## src/rtl/mux16_scan_ctrl_if.sv

```systemverilog
// Bundle between the scan controller and its surroundings: mux select/output,
// scan control strobes and the assembled-word valid/ready handshake.
interface mux16_scan_ctrl_if #(
    parameter int SEL_W = 4
);
    localparam int N_CH = 2 ** SEL_W;

    logic             start;
    logic             cont;
    logic             abort;
    logic [SEL_W-1:0] sel;
    logic             q;
    logic [N_CH-1:0]  dout;
    logic             dout_valid;
    logic             dout_ready;
    logic             busy;

    // System side: issues commands, drives the mux, consumes words.
    modport master (
        output start, cont, abort, q, dout_ready,
        input  sel, dout, dout_valid, busy
    );

    // Controller side.
    modport slave (
        input  start, cont, abort, q, dout_ready,
        output sel, dout, dout_valid, busy
    );
endinterface

```

## src/rtl/mux16_scan_ctrl.sv

```systemverilog
// Scan controller for a 2**SEL_W:1 bit mux: steps sel through every channel,
// holds each for SETTLE cycles, samples q on the last held cycle and presents
// the assembled word on a valid/ready handshake. Single-shot or continuous.
module mux16_scan_ctrl #(
    parameter int SEL_W  = 4,
    parameter int SETTLE = 2
) (
    input  logic                clk,
    input  logic                rst,
    mux16_scan_ctrl_if.slave    bus
);
    localparam int                N_CH        = 2 ** SEL_W;
    localparam logic [7:0]        SETTLE_LAST = 8'(SETTLE - 1);
    localparam logic [SEL_W-1:0]  SEL_LAST    = SEL_W'(N_CH - 1);

    if (SETTLE < 1 || SETTLE > 255) begin : g_bad_settle
        $error("mux16_scan_ctrl: SETTLE must lie in 1..255");
    end

    typedef enum logic [1:0] {
        ST_IDLE,
        ST_SETTLE,
        ST_OUTPUT
    } state_t;

    state_t           state_reg, state_next;
    logic [SEL_W-1:0] sel_reg, sel_next;
    logic [7:0]       cnt_reg, cnt_next;
    logic             valid_reg, valid_next;
    logic             capture;
    logic [N_CH-1:0]  dout_reg;

    // State, select, settle counter and valid flag registers.
    always_ff @(posedge clk or posedge rst) begin
        if (rst) begin
            state_reg <= ST_IDLE;
            sel_reg   <= '0;
            cnt_reg   <= '0;
            valid_reg <= 1'b0;
        end else begin
            state_reg <= state_next;
            sel_reg   <= sel_next;
            cnt_reg   <= cnt_next;
            valid_reg <= valid_next;
        end
    end

    // Next-state logic; abort overrides everything and start is only seen in idle.
    always_comb begin
        state_next = state_reg;
        sel_next   = sel_reg;
        cnt_next   = cnt_reg;
        valid_next = valid_reg;
        capture    = 1'b0;
        if (bus.abort) begin
            state_next = ST_IDLE;
            sel_next   = '0;
            cnt_next   = '0;
            valid_next = 1'b0;
        end else begin
            case (state_reg)
                ST_IDLE: begin
                    if (bus.start) begin
                        state_next = ST_SETTLE;
                        sel_next   = '0;
                        cnt_next   = '0;
                    end
                end
                ST_SETTLE: begin
                    if (cnt_reg == SETTLE_LAST) begin
                        // Last cycle of the hold: sample this channel, move on.
                        capture  = 1'b1;
                        cnt_next = '0;
                        if (sel_reg == SEL_LAST) begin
                            state_next = ST_OUTPUT;
                            valid_next = 1'b1;
                        end else begin
                            sel_next = sel_reg + SEL_W'(1);
                        end
                    end else begin
                        cnt_next = cnt_reg + 8'd1;
                    end
                end
                ST_OUTPUT: begin
                    if (valid_reg && bus.dout_ready) begin
                        valid_next = 1'b0;
                        sel_next   = '0;
                        cnt_next   = '0;
                        state_next = bus.cont ? ST_SETTLE : ST_IDLE;
                    end
                end
                default: begin
                    state_next = ST_IDLE;
                    sel_next   = '0;
                    cnt_next   = '0;
                    valid_next = 1'b0;
                end
            endcase
        end
    end

    // One capture flop per channel; bits are overwritten in place, never cleared by a scan.
    for (genvar gi = 0; gi < N_CH; gi++) begin : g_bit
        // Load bit gi when the currently selected channel is sampled.
        always_ff @(posedge clk or posedge rst) begin
            if (rst) begin
                dout_reg[gi] <= 1'b0;
            end else if (capture && (sel_reg == SEL_W'(gi))) begin
                dout_reg[gi] <= bus.q;
            end
        end
    end

    assign bus.sel        = sel_reg;
    assign bus.dout       = dout_reg;
    assign bus.dout_valid = valid_reg;
    assign bus.busy       = (state_reg != ST_IDLE);
endmodule

```

## src/flat_wrapper.sv

```systemverilog
// flat-port wrapper written by rule: the top's interface ports become plain ports
module mux16_scan_ctrl_flat 
#(
    parameter int SEL_W  = 4,
    parameter int SETTLE = 2
)
  (clk, rst, bus_start, bus_cont, bus_abort, bus_q, bus_dout_ready, bus_sel, bus_dout, bus_dout_valid, bus_busy);
  mux16_scan_ctrl_if #(.SEL_W(SEL_W)) bus_i ();
  input  logic clk;
  input  logic rst;
  input wire logic [$bits(bus_i.start)-1:0] bus_start;
  input wire logic [$bits(bus_i.cont)-1:0] bus_cont;
  input wire logic [$bits(bus_i.abort)-1:0] bus_abort;
  input wire logic [$bits(bus_i.q)-1:0] bus_q;
  input wire logic [$bits(bus_i.dout_ready)-1:0] bus_dout_ready;
  output wire logic [$bits(bus_i.sel)-1:0] bus_sel;
  output wire logic [$bits(bus_i.dout)-1:0] bus_dout;
  output wire logic [$bits(bus_i.dout_valid)-1:0] bus_dout_valid;
  output wire logic [$bits(bus_i.busy)-1:0] bus_busy;
  assign bus_i.start = bus_start;
  assign bus_i.cont = bus_cont;
  assign bus_i.abort = bus_abort;
  assign bus_i.q = bus_q;
  assign bus_i.dout_ready = bus_dout_ready;
  assign bus_sel = bus_i.sel;
  assign bus_dout = bus_i.dout;
  assign bus_dout_valid = bus_i.dout_valid;
  assign bus_busy = bus_i.busy;
  mux16_scan_ctrl #(.SEL_W(SEL_W), .SETTLE(SETTLE)) u_core (.clk(clk), .rst(rst), .bus(bus_i));
endmodule
```

## config.mk

```make
export PLATFORM = sky130hd
export DESIGN_NAME = mux16_scan_ctrl_flat
export DESIGN_NICKNAME = d
export VERILOG_FILES = /design/src/rtl/mux16_scan_ctrl_if.sv /design/src/rtl/mux16_scan_ctrl.sv /design/src/flat_wrapper.sv
export SDC_FILE = /design/constraint.sdc
export NUM_CORES = 1
export LEC_CHECK = 0
export CAP_MARGIN = 20
export CORE_ASPECT_RATIO = 0.6
export CORE_MARGIN = 2
export CORE_UTILIZATION = 58
export CTS_BUF_LIST = sky130_fd_sc_hd__clkbuf_2 sky130_fd_sc_hd__clkbuf_4 sky130_fd_sc_hd__clkbuf_8
export DETAILED_ROUTE_END_ITERATION = 8
export PLACE_DENSITY = 0.9
export SLEW_MARGIN = 0
export SYNTH_ARGS = -nofsm -noshare
export SYNTH_HDL_FRONTEND = slang
export SYNTH_SLANG_ARGS = --single-unit
```

## constraint.sdc

```tcl
create_clock -name clk -period 4.7 [get_ports clk]
set_clock_uncertainty 0.05 [all_clocks]
set_input_delay 0.94 -clock clk [delete_from_list [all_inputs] [get_ports clk]]
set_output_delay 0.94 -clock clk [all_outputs]
set_load 0.03 [all_outputs]
```

==> flow_summary.toml, run 1 <==
[run_status]
status = "finished clean"

[setup_path]
rrSetupSlack_ns = 2.40
critical_path_class = "in2reg"
cp_max_fo = 12
r2r_cells = 6
slowest_delay_ns = 0.56
cp_data_arrival_time_ns = 3.00
worstSetupStartpointType = "primary input"
slowest_stage = "or3b_1"
required_ns = 4.82
critPathCaptureType = "flop"
path_cells = "clkdlybuf4s50_1 > or3b_1 > nor3_4 > nand4_1 > mux2_1"
r2r-end = "u_core.bus.dout[15]"
r2r-start = "u_core.cnt_reg[1]"
startpoint = "bus_abort"

[detailed_routing]
postRouteWirelength_um = 3820
dr.pass1.iters = 5
vias = 1409
antenna_left = 0
drtIter0Drc = 172
drc = 0
via_per_inst = 6.35
wire_per_inst_um = 17.2

[power_and_ir_drop]
p_leak_nw = 0.893
internal-power_uw = 459
peakVddDrop_v = 0.000218
pwr-share-comb = 0.168
p_clk_frac = 0.372
p_seq_frac = 0.460
p_sw_uw = 173
powerDensity_nw_per_um2 = 307
switching_share = 0.274

[sta]
rsz0062_at_grt = "false"
max_slew.worst_pin.slew_ns = 0.562
hold_violations = 0
fin_setup_tns_ns = 0
min_period_ns = 2.88
setup-violations-final = 0
clock.fmax_ghz = 0.347
slew_violations = 0
relSlewSlack = 0.622
period_share = 0.613

[global_route]
grt_pass1_wl_um = 6290
antenna_found_initial = 0
first_global_vias = 1322
grt_use_total = 0.257
grt_max_degree = 23
grt_overflow = 0

[cts]
cts_tree = "yes"
postCtsSetupBuffers = 0
clk_latency_ns = 0.29
clock_sinks = 31
root_buffer = "clkbuf_8"
cts_buffer_depth = 2
clkTransAtPathRegs_ns = 0.06
post_cts_resize_count = 0
cts_htree_levels = 2
cts_buffers = 5
hold_buffers = 0

[finish]
largest_register_ffs = 16
drive_gt1_frac = 0.138
synthToLayoutAreaGrowth_pct = 23.4
diodes = 0
nets = 200
final_cell_count_no_fill = 222

[synth]
mappedNetlistNets = 172
syn_area_per_cell_sq_um = 10.5
synth-seq-cells = 31
netlist_instances = 159
postSynth.asyncResetShare = 1.00
ys_types = 34
syn_area_sq_um = 1670
synth_edf_count = 0
synth-seq-area-share = 0.464
synth_ff_type = "dfrtp_1"
yosys_warnings = 0

[flow_run]
max_cap_viol_count = 0

[place]
gp_congestion = 0.828
dp_cells = 214
place_hpwl_um = 2700
io_buffers = 28

[floorplanning]
fp.dieH_um = 45.6
core_sq_um = 2820
start_util = 0.594
dieArea_sq_um = 3340
row_count = 15
io_pins = 29
die_w_um = 73.3

[worst_hold_path]
hp-start = "u_core.bus.dout[1]"
hold_end = "u_core.bus.dout[1]"
hp-class = "reg2reg"
hold_depth = 1
[metal layers]
layer / share of wire / vias up / GRT usage
met3: 0.070 / 8 / 0.0642
li1: - / 647 / -
met2: 0.45 / 70 / 0.371
met5: 0 / - / 0
met1: 0.47 / 684 / 0.371
met4: 0.016 / 0 / 0.113
[worst max-delay path, delay by kind of cell]
kind	cells	cell delay (ns)
multiplexers	1	0.35
buffers and inverters	1	0.49
AND/OR/NAND/NOR	3	1.21
[cells in the mapped netlist, types with 3 or more instances]
| cell type | count | area (sq um) |
|---|---|---|
| dfrtp_1 | 31 | 776 |
| mux2_2 | 13 | 146 |
| nand3_1 | 13 | 65.1 |
| a21oi_1 | 10 | 50.1 |
| o21ai_0 | 9 | 45.0 |
| a31oi_1 | 8 | 50.1 |
| nand2_1 | 8 | 30.0 |
| nor2_1 | 8 | 30.0 |
| ha_1 | 6 | 75.1 |
| nand4_1 | 6 | 37.5 |
| inv_1 | 5 | 18.8 |
| and3_1 | 4 | 25.0 |
| buf_6 | 4 | 45.0 |
| nand4b_1 | 4 | 35.0 |
| mux2_1 | 3 | 33.8 |
| nand2b_1 | 3 | 18.8 |
| o31ai_1 | 3 | 22.5 |
[worst max-delay path by stage]
stage	endpoint	slack, ns	cells after the start
after floorplan	u_core.bus.dout[13]	2.33	6
after global routing	u_core.bus.dout[14]	1.75	5
final	u_core.bus.dout[13]	1.82	5
after CTS	u_core.bus.dout[13]	1.85	5
after global placement	u_core.bus.dout[13]	1.64	5
after detailed placement	u_core.bus.dout[13]	1.56	5
[cell usage in the layout (no fill, tap or decap), types with 3 or more instances in the layout]
cell             count
dfrtp_1             31
clkdlybuf4s50_1     28
nand3_1             13
mux2_2              13
a21oi_1             10
o21ai_0              9
nor2_1               8
a31oi_1              8
nand2_1              8
clkbuf_8             7
nand4_1              6
ha_1                 6
inv_1                5
nand4b_1             4
and3_1               4
nand2b_1             3
o31ai_1              3
mux2_1               3
[power groups by stage]
stage               logic (mW)  registers, mW  clock network, mW
floorplan               0.0562          0.306                  0
global placement        0.0987          0.295                  0
detailed placement       0.104          0.295                  0
CTS                      0.106          0.291              0.236
global route             0.115          0.293              0.249
finish                   0.106          0.291              0.235
[kinds of logic after synthesis]
group,Yosys count,synth area share
flops,31,0.464
compound gates,35,0.123
buf+inv,13,0.0487
fa+ha+maj,6,0.0449
simple gates,58,0.212
mux,16,0.108
[layout make-up]
type	instances	area (sq um)
Timing Repair Buffer	29	308
Multi-Input combinational cell	115	815
Fill cell	189	752
Sequential cell	31	776
Inverter	5	18.8
Clock buffer	8	104
Tap cell	34	42.5
[per-stage QoR]
stage / instance area, sq um / util / hold WS [ns] / power, mW / setup slack (ns)
CTS: 2060 / 0.733 / 0.457 / 0.632 / 1.85
finish: 2060 / 0.733 / 0.453 / 0.633 / 1.82
floorplan: 1670 / - / 0.417 / 0.363 / 2.33
detailed placement: 1960 / 0.696 / 0.432 / 0.400 / 1.56
global route: 2060 / 0.733 / 0.487 / 0.656 / 1.75
global placement: 1930 / 0.686 / 0.430 / 0.393 / 1.64
Power figures use the tool's default switching activity.
==> run 2, diff against run 1 <==
--- a/config.mk
+++ b/config.mk
@@ -8,10 +8,10 @@
 export CAP_MARGIN = 20
 export CORE_ASPECT_RATIO = 0.6
 export CORE_MARGIN = 2
-export CORE_UTILIZATION = 58
+export CORE_UTILIZATION = 54
 export CTS_BUF_LIST = sky130_fd_sc_hd__clkbuf_2 sky130_fd_sc_hd__clkbuf_4 sky130_fd_sc_hd__clkbuf_8
 export DETAILED_ROUTE_END_ITERATION = 8
-export PLACE_DENSITY = 0.9
+export PLACE_DENSITY = 0.85
 export SLEW_MARGIN = 0
 export SYNTH_ARGS = -nofsm -noshare
 export SYNTH_HDL_FRONTEND = slang
==> constraint.sdc (replaced) <==
create_clock -name clk -period 2.7 [get_ports clk]
set_clock_uncertainty 0.05 [all_clocks]
set_input_delay 0.54 -clock clk [delete_from_list [all_inputs] [get_ports clk]]
set_output_delay 0.54 -clock clk [all_outputs]
set_load 0.03 [all_outputs]
==> run 2 against run 1 <==
Against the previous run:
- highest routed layer unchanged
- clock power rose by 54%
- register-to-register slack got worse by 2.0 ns
- design area fell by 0.18%
- count of clock-buffer cells in the layout fell by 2
- critical endpoint is now u_core.bus.dout[15]
- largest power group unchanged
- routed wire length fell by 1.2%
- sequential power rose by 75%
- non-clock buffer count rose by 3
==> flow_summary.toml, run 2 (synthesis gave the netlist of run 1 again) <==
[finish]
synthToLayoutAreaGrowth_pct = 23.2
final_cell_count_no_fill = 232
fillers = 204
drive_gt1_frac = 0.147
largest_register_ffs = 16
diodes = 0
mostFrequentLayoutCells = "dfrtp_1, clkdlybuf4s50_1, nand3_1, mux2_2, a21oi_1"
final_common_cell = "dfrtp_1"
nets = 203
final_util = 0.708

[cts]
cts_buffers = 5
hold_buffers = 0
postCtsSetupBuffers = 0
cts_buffer_depth = 2
cts_tree = "yes"
root_buffer = "clkbuf_8"
cts_htree_levels = 2
post_cts_resize_count = 0
clkTransAtPathRegs_ns = 0.06
clk_latency_ns = 0.28
clock_sinks = 31

[floorplanning]
start_util = 0.575
core_sq_um = 2910
dieArea_sq_um = 3570
die_w_um = 75.8
io_pins = 29
row_count = 15
fp.dieH_um = 47.1

[detailed_routing]
antenna_left = 0
via_per_inst = 5.97
postRouteWirelength_um = 3780
dr.pass1.iters = 5
drc = 0
drtIter0Drc = 231
vias = 1384
wire_per_inst_um = 16.3

[place]
gp_congestion = 0.837
dp_slack_ns = 0.108
dp_cells = 225
place_hpwl_um = 2680
io_buffers = 28

[sta]
hold_violations = 0
fin_ws_ns = 0.349
setup-violations-final = 0
period_share = 0.871
rsz0062_at_grt = "false"
slew_violations = 0
clock.fmax_ghz = 0.425
min_period_ns = 2.35
relSlewSlack = 0.630
max_slew.worst_pin.slew_ns = 0.548
fin_setup_tns_ns = 0

[setup_path]
cp_max_fo = 6
worstSetupStartpointType = "primary input"
slowest_stage = "or3b_1"
slowest_delay_ns = 0.48
required_ns = 2.81
r2r-start = "u_core.cnt_reg[1]"
critPathCaptureType = "flop"
startpoint = "bus_abort"
cp_data_arrival_time_ns = 2.47
rrSetupSlack_ns = 0.36
path_cells = "clkdlybuf4s50_1 > or3b_1 > buf_4 > nor3_1 > mux2_2"
critPathTopFamily = "simple AND/OR/NAND/NOR gates"
r2r-end = "u_core.bus.dout[15]"
r2r_cells = 6
critical_path_class = "in2reg"
crit_end = "u_core.bus.dout[15]"
path_depth = 5
cp_num_buf_inv = 2

[power_and_ir_drop]
peakVddDrop_v = 0.000296
fin_total_pwr_mw = 1.05
powerDensity_nw_per_um2 = 512
p_leak_nw = 0.892

[global_route]
grt_max_degree = 32
grt_use_total = 0.242
antenna_found_initial = 0
grt_pass1_wl_um = 6090
first_global_vias = 1276
grt_overflow = 0

[worst_hold_path]
hp-class = "reg2reg"
hp-start = "u_core.bus.dout[13]"

[run_status]
status = "finished clean"

[flow_run]
max_cap_viol_count = 0
[run 2: metal layers]
layer / GRT usage / vias up / share of wire
met1: 0.347 / 660 / 0.47
met5: 0 / - / 0
met2: 0.367 / 64 / 0.45
met4: 0.0632 / 0 / 0.010
met3: 0.0644 / 5 / 0.078
li1: - / 655 / -
[run 2: worst min path at each step]
| stage | endpoint | slack (ns) | depth (start not counted) |
|---|---|---|---|
| after floorplan | u_core.cnt_reg[7] | 0.42 | 1 |
| after global placement | u_core.bus.dout[13] | 0.43 | 1 |
| after detailed placement | u_core.bus.dout[13] | 0.43 | 1 |
| after CTS | u_core.bus.dout[3] | 0.46 | 1 |
| after global routing | u_core.bus.dout[3] | 0.47 | 1 |
| final | u_core.bus.dout[13] | 0.45 | 1 |
[run 2: report_power, final]
part	internal, mW	switching, mW
clock network	0.199	0.163
logic	0.0716	0.112
registers	0.485	0.0232
[run 2: metrics by stage]
stage | hold WS [ns] | instance area [sq um]
after floorplan | 0.417 | 1670
after detailed placement | 0.431 | 1970
final | 0.450 | 2060
after CTS | 0.457 | 2060
after global routing | 0.472 | 2060
after global placement | 0.434 | 1970
[run 2: area by class of cell]
class                   count  area (sq um)  area share
multi-input cells         115           815       0.396
flip-flops and latches     31           776       0.377
repair buffers             32           310       0.151
clock buffers               6          82.6      0.0401
well taps                  42          52.6      0.0255
inverters                   5          18.8     0.00911
clock inverters             1          5.00     0.00243
